==> config.mk <==
export PLATFORM = sky130hd
export DESIGN_NAME = sreg_out
export DESIGN_NICKNAME = d
export VERILOG_FILES = /design/src/rtl/sreg_out_pkg.sv /design/src/rtl/sreg_out.sv
export SDC_FILE = /design/constraint.sdc
export NUM_CORES = 1
export LEC_CHECK = 0
export BUFFER_PORTS_ARGS = -buffer_cell sky130_fd_sc_hd__buf_2
export CAP_MARGIN = 10
export CORE_ASPECT_RATIO = 1.4
export CORE_MARGIN = 2
export CORE_UTILIZATION = 25
export DETAILED_ROUTE_END_ITERATION = 10
export GPL_ROUTABILITY_DRIVEN = 0
export RECOVER_POWER = 25
export SLEW_MARGIN = 20
export SYNTH_ARGS = -nofsm -noshare
export SYNTH_HDL_FRONTEND = slang
export SYNTH_SLANG_ARGS = --single-unit
==> constraint.sdc <==
create_clock -name clk -period 1.89 [get_ports clk]
set_input_delay 0.189 -clock clk [delete_from_list [all_inputs] [get_ports clk]]
set_output_delay 0.189 -clock clk [all_outputs]
set_load 0.05 [all_outputs]
==> src/rtl/sreg_out_pkg.sv <==
// Shared definitions for the MCU readback shifter: state encoding, debug
// field layout and default geometry.
package sreg_out_pkg;

    localparam int unsigned DWIDTH_DEF  = 8;
    localparam int unsigned RD_WAIT_DEF = 2;

    typedef enum logic [1:0] {
        IDLE    = 2'd0,
        ACCESS  = 2'd1,
        SHIFT   = 2'd2,
        ADVANCE = 2'd3
    } state_t;

    // debug = {state[1:0], ready, out, bitcnt[3:0]}
    localparam int unsigned DBG_STATE_HI  = 7;
    localparam int unsigned DBG_STATE_LO  = 6;
    localparam int unsigned DBG_READY     = 5;
    localparam int unsigned DBG_OUT       = 4;
    localparam int unsigned DBG_BITCNT_HI = 3;
    localparam int unsigned DBG_BITCNT_LO = 0;

    function automatic logic [7:0] pack_debug(input state_t st, input logic rdy,
                                              input logic o, input logic [3:0] bc);
        logic [7:0] d;
        d = '0;
        d[DBG_STATE_HI:DBG_STATE_LO]   = st;
        d[DBG_READY]                   = rdy;
        d[DBG_OUT]                     = o;
        d[DBG_BITCNT_HI:DBG_BITCNT_LO] = bc;
        return d;
    endfunction

endpackage

==> src/rtl/sreg_out.sv <==
// Parallel-to-serial SRAM readback shifter for the MCU link: enables the SRAM,
// captures a word after a fixed wait, shifts it out MSB-first, optionally streams.
module sreg_out
    import sreg_out_pkg::*;
#(
    parameter int unsigned DWIDTH  = DWIDTH_DEF,
    parameter int unsigned RD_WAIT = RD_WAIT_DEF
) (
    input  logic              clk,
    input  logic              rst_n,
    input  logic              rd_n,
    input  logic              en_n,
    input  logic [DWIDTH-1:0] din,
    output logic              out,
    output logic              ready,
    output logic              sram_oe_n,
    output logic              inc_n,
    output logic [7:0]        debug
);

    localparam logic [3:0] WAIT_LOAD = 4'(RD_WAIT - 1);
    // A 16-bit word loads 0 here; the 4-bit count wraps 0->15 on the first
    // shift, so the 1->0 last-bit detection still sees exactly DWIDTH shifts.
    localparam logic [3:0] BITS_LOAD = 4'(DWIDTH);

    state_t            state, state_d;
    logic [DWIDTH-1:0] buffer, buffer_d;
    logic [3:0]        bitcnt, bitcnt_d;
    logic [3:0]        waitcnt, waitcnt_d;
    logic              ready_d;
    logic              oe_n_d;
    logic              inc_n_d;

    always_ff @(posedge clk or negedge rst_n) begin
        if (!rst_n) begin
            state     <= IDLE;
            buffer    <= '0;
            bitcnt    <= '0;
            waitcnt   <= '0;
            ready     <= 1'b0;
            sram_oe_n <= 1'b1;
            inc_n     <= 1'b1;
        end else begin
            state     <= state_d;
            buffer    <= buffer_d;
            bitcnt    <= bitcnt_d;
            waitcnt   <= waitcnt_d;
            ready     <= ready_d;
            sram_oe_n <= oe_n_d;
            inc_n     <= inc_n_d;
        end
    end

    always_comb begin
        state_d   = state;
        buffer_d  = buffer;
        bitcnt_d  = bitcnt;
        waitcnt_d = waitcnt;
        ready_d   = ready;
        oe_n_d    = sram_oe_n;
        inc_n_d   = inc_n;

        case (state)
            IDLE: begin
                if (!rd_n) begin
                    state_d   = ACCESS;
                    oe_n_d    = 1'b0;
                    waitcnt_d = WAIT_LOAD;
                end
            end

            ACCESS: begin
                oe_n_d = 1'b0;
                if (waitcnt != 4'd0) begin
                    waitcnt_d = waitcnt - 4'd1;
                end else begin
                    buffer_d = din;
                    bitcnt_d = BITS_LOAD;
                    oe_n_d   = 1'b1;
                    ready_d  = 1'b1;
                    state_d  = SHIFT;
                end
            end

            SHIFT: begin
                if (!en_n) begin
                    buffer_d = {buffer[DWIDTH-2:0], 1'b0};
                    bitcnt_d = bitcnt - 4'd1;
                    // rd_n is only looked at here, so a mid-word release never aborts
                    if (bitcnt == 4'd1) begin
                        ready_d = 1'b0;
                        if (!rd_n) begin
                            state_d = ADVANCE;
                            inc_n_d = 1'b0;
                        end else begin
                            state_d = IDLE;
                        end
                    end
                end
            end

            ADVANCE: begin
                inc_n_d   = 1'b1;
                oe_n_d    = 1'b0;
                waitcnt_d = WAIT_LOAD;
                state_d   = ACCESS;
            end

            default: state_d = IDLE;
        endcase
    end

    assign out   = buffer[DWIDTH-1];
    assign debug = pack_debug(state, ready, out, bitcnt);

endmodule

# After elaboration in Yosys (flattened, before gate mapping)
# Index checks and enable logic that the tools add are counted.
op_classes:
  add_sub_neg: 2
  eq_ne: 10
  n_mux: 25
  n_reduce_logical: 11
op_table:
  columns: ["operator", "n"]
  rows:
  - ["4-bit 2-to-1 mux", 4]
  - ["8-bit 2-to-1 mux", 2]
  - ["8-bit case mux with 2 select lines", 1]
  - ["2-bit inequality test (second input constant)", 6]
  - ["4-bit case mux with 3 select lines", 1]
  - ["4-bit AND reduction", 3]
  - ["2-bit 2-to-1 mux", 5]
  - ["2-bit case mux with 4 select lines", 1]
  - ["4-bit case mux with 2 select lines", 1]
  - ["4-bit by 1-bit subtractor with 4-bit output (second input constant)", 2]
  - ["1-bit 2-to-1 mux", 7]
  - ["3-bit AND reduction", 2]
  - ["2-bit == test (second input constant)", 2]
  - ["4-bit by 1-bit == test with 1-bit output (second input constant)", 1]
  - ["1-bit case mux with 2 select lines", 2]
  - ["2-bit nonzero test", 2]
  - ["4-bit nonzero test", 1]
  - ["1-bit case mux with 3 select lines", 1]
  - ["3-bit nonzero test", 1]
  - ["2-bit by 1-bit == test with 1-bit output (second input constant)", 1]
  - ["2-bit logical NOT", 1]
  - ["2-bit AND reduction", 1]
word_totals:
  reg_bits: 21
  input_bits: 12
  out_inout_bits: 12
  word_cells: 55

# Depth between registers and ports, before layout
logic_depth:
  ltp_word: 4
  ltp_mapped: 7

# Worst setup path before layout
# No wires, ideal clock.
synth_path:
  kind: "reg-to-reg"
  start: "register bitcnt[0]"
  end: "register state[0]"
  setup_time_ns: 0.125
  arrival_ns: 1.994
  required_time_ns: 1.765
  slack_ns: -0.229
  stages_incl_launch_ff: 6
  n_path_buf: 0
  synth_period_minus_slack_ns: 2.119
  path_cell_list: "dfrtp_1 -> ha_1 -> or3b_2 -> a22oi_2 -> and3_4 -> mux2_4"
synth_between:
  elab_chain_cells: 3
synth_rtl:
  columns: ["element", "line_no", "text"]
  rows:
  - ["start: declaration", "sreg_out.sv:28", "logic [3:0] bitcnt, bitcnt_d;"]
  - ["start signal: assignment", "sreg_out.sv:46", "bitcnt <= bitcnt_d;"]
  - ["4-bit by 1-bit == test with 1-bit output", "sreg_out.sv:90", "if (bitcnt == 4'd1) begin"]
  - ["2-bit inequality test (no source line)", null, null]
  - ["4-bit AND reduction (no source line)", null, null]
  - ["end signal: assignment", "sreg_out.sv:44", "state <= state_d;"]
  - ["end: declaration", "sreg_out.sv:26", "state_t state, state_d;"]
# No other way between the ends.
# A chain may end at the register's enable or synchronous reset.

# Worst setup path in the final report
layout_path:
  start: "register waitcnt[0]"
  end: "register state[0]"
layout_between:
  elab_chain_cells: 3
layout_rtl:
  columns: ["element", "line_no", "text"]
  rows:
  - ["start: declaration", "sreg_out.sv:29", "logic [3:0] waitcnt, waitcnt_d;"]
  - ["start signal: assignment", "sreg_out.sv:47", "waitcnt <= waitcnt_d;"]
  - ["4-bit nonzero test", "sreg_out.sv:74", "if (waitcnt != 4'd0) begin"]
  - ["2-bit inequality test (no source line)", null, null]
  - ["4-bit AND reduction (no source line)", null, null]
# No other way between the ends.

==> flow_summary.yaml <==
run_status:
  outcome: "finished, final reports clean"
layout:
  layout.core_utilization_pct: 32.40
  fin_area_um2: 1481
  instances_no_fill: 216
  nNetsFinal: 175
  syn2layout_area_growth_pct: 23.98
  layout_common_cells: "22 x buf_2, 19 x o21ai_0, 18 x nand2_1, 16 x dfrtp_1"
  drive_gt1_share_pct: 30.52
  antennaDiodeCount: 0
  n_fill_cell: 512
  mostFrequentLayoutCell: "buf_2"
  regArea_um2: 531.8
  multi_input_area_um2: 608.1
synthesis:
  yosysTopAreaCell: "dfrtp_1"
  synth_cell_type_count: 33
  syn_area_per_cell_um2: 9.636
  ys_ff_latch: 21
  syn_area_um2: 1195
  netlist_top_cells_area: "dfrtp_1 40%, ha_1 8.4%, o21ai_0 8.0%"
  synth_top_area_share_pct: 39.79
  synth_nets: 144
  ys_seq_area_share_pct: 44.19
  syn_inst: 124
  synth_warnings: 0
die:
  dieArea_um2: 5356
  row_count: 29
  initial_core_util_pct: 26.14
  core_area_um2: 4572
  die_w_um: 62.43
  boundaryPins: 24
  die-height_um: 85.80
timing:
  finalSetupViolations: 0
  fin_tns_setup_ns: 0
  finalMaxSlewViolations: 0
  whs_ns: 0.1919
  fin_crit_sh_pct: 95.45
  tightestPinTransition_ns: 1.146
  fmax_mhz: 554.3
  clock_skew_ns: 0.002558
  setup_slack_ns: 0.08594
  rsz0062_at_grt: "no"
  relSlewSlack_pct: 23.57
  final_hold_viol_count: 0
  period_minus_slack_ns: 1.804
global_route:
  grt_pass1_vias: 944
  track_usage_pct: 10.14
  overflow: 0
  grt_max_degree: 22
  grt_pass1_wl_um: 4340
  antenna_found_initial: 0
drt:
  wl_per_cell_um: 11.00
  wl_um: 2375
  drt-pass1-iter-count: 4
  via_per_inst: 4.352
  antenna_left: 0
  first_iter_violations: 19
  drc: 0
  num_vias: 940
setup_path:
  ff2ff_path_depth: 6
  crit_start: "waitcnt[0]"
  r2r_start: "waitcnt[0]"
  path_cells: "inv_2 > ha_1 > or3b_4 > a22oi_2 > and3_4 > mux2_4"
  timing.rr.end: "state[0]"
  rrSetupSlack_ns: 0.09
  crit_fanout: 3
  criticalPathCategory: "reg -> reg"
  worstPathRequired_ns: 2.04
  cpPeakStageDelay_ns: 0.39
  cp-end-kind: "register"
  setup.worst_path.start_class: "register"
  cpMaxStageDelayCell: "dfrtp_1"
  worst-endpoint-arrival_ns: 1.96
  crit_end: "state[0]"
clocking:
  numCtsBuffers: 3
  clock_sinks: 21
  htree_levels: 1
  tritoncts: "built"
  clock_latency_ns: 0.26
  cts_root_buffer: "clkbuf_8"
  clockBufferDepth: 2
  clk_pin_slew_ns: 0.08
placement:
  placed_cells: 210
  post-place-ws_ns: 0.04140
  dpl_cell_area_um2: 1416
  dp_hpwl_um: 1820
  portBuffers: 23
pwr:
  power.total_mw: 2.537
  p_leak_nw: 0.6652
  pwr_density_cell_nw_per_um2: 1713
  worst_ir_drop_vdd_uv: 536.7
job:
  max_cap_violations: 0
min_path:
  hold_path.class: "in -> reg"
==> cell usage after synthesis <==
cell type	number
dfrtp_1	19
nand3_1	1
mux2i_1	8
nand2b_1	4
nor3_1	1
and3_4	1
a32o_1	1
a221oi_1	1
ha_1	8
a22oi_2	1
or3b_1	1
a22o_1	2
o31ai_1	1
nor2b_1	2
buf_1	1
a21oi_1	4
buf_4	2
nor2_1	2
nand4bb_2	1
a21o_1	1
dfstp_2	2
o21ai_0	19
inv_1	9
nand4b_1	1
mux2_4	1
a31oi_1	1
nand3b_1	2
nand2_1	18
o22ai_1	1
nor4_1	2
clkbuf_1	3
or3b_2	1
or3_1	2
==> registers in the layout, indices dropped and copies added, names as in the netlist <==
name and count:
bitcnt 4, buffer 8, inc_n 1, ready 1
sram_oe_n 1, state 2, waitcnt 4
==> report_power, final <==
group / switching [mW] / internal [mW]
Clock: 0.154 / 0.147
Sequential: 0.136 / 0.650
Combinational: 0.884 / 0.566
Total: 1.17 / 1.36
==> layer usage <==
layer  GRT usage [%]  routed length [um]
met5               0                   0
met3           1.706                  80
met1           12.83                1110
met4           4.848                  46
met2           16.81                1137
==> kinds of logic (layout without fill, tap and decap cells) <==
| group | count (synthesis) | after routing | share of synthesized area [%] |
|---|---|---|---|
| simple gates | 39 | 39 | 18.11 |
| mux | 9 | 9 | 7.958 |
| fa+ha+maj | 8 | 8 | 8.377 |
| buf+inv | 15 | 45 | 5.339 |
| flops | 21 | 21 | 44.19 |
| compound gates | 32 | 32 | 16.02 |
==> how the worst min path moves through the flow <==
stage,from,endpoint,slack (ns),depth (start not counted)
final,din[0],buffer[0],0.19,3
after global routing,din[4],buffer[4],0.24,3
after CTS,din[0],buffer[0],0.20,3
after detailed placement,rst_n,state[0],0.18,1
after global placement,rst_n,state[0],0.18,1
after floorplan,rst_n,bitcnt[0],-0.11,0
==> worst max-delay path: cells and delay by family (launching register included) <==
kind / cells / cell delay (ns)
mux: 1 / 0.29
flops: 1 / 0.39
simple gates: 2 / 0.61
buf+inv: 1 / 0.07
fa+ha+maj: 1 / 0.15
compound gates: 1 / 0.18
==> final cells by class <==
cell class	count	area share, %
multi-input combinational	88	41.05
sequential	21	35.90
inverter	9	2.280
tap	62	5.236
clock buffer	3	2.787
clock inverter	1	0.3378
timing repair buffer	32	12.42
==> what timing repair did <==
| action | CTS | global route |
|---|---|---|
| setup endpoints to repair | 0 | 1 |
| hold endpoints to repair | 19 | 0 |
| hold buffers | 1 | 0 |
| setup buffers | 0 | 1 |
| gates resized for setup | 0 | 2 |
Power figures use the tool's default switching activity.
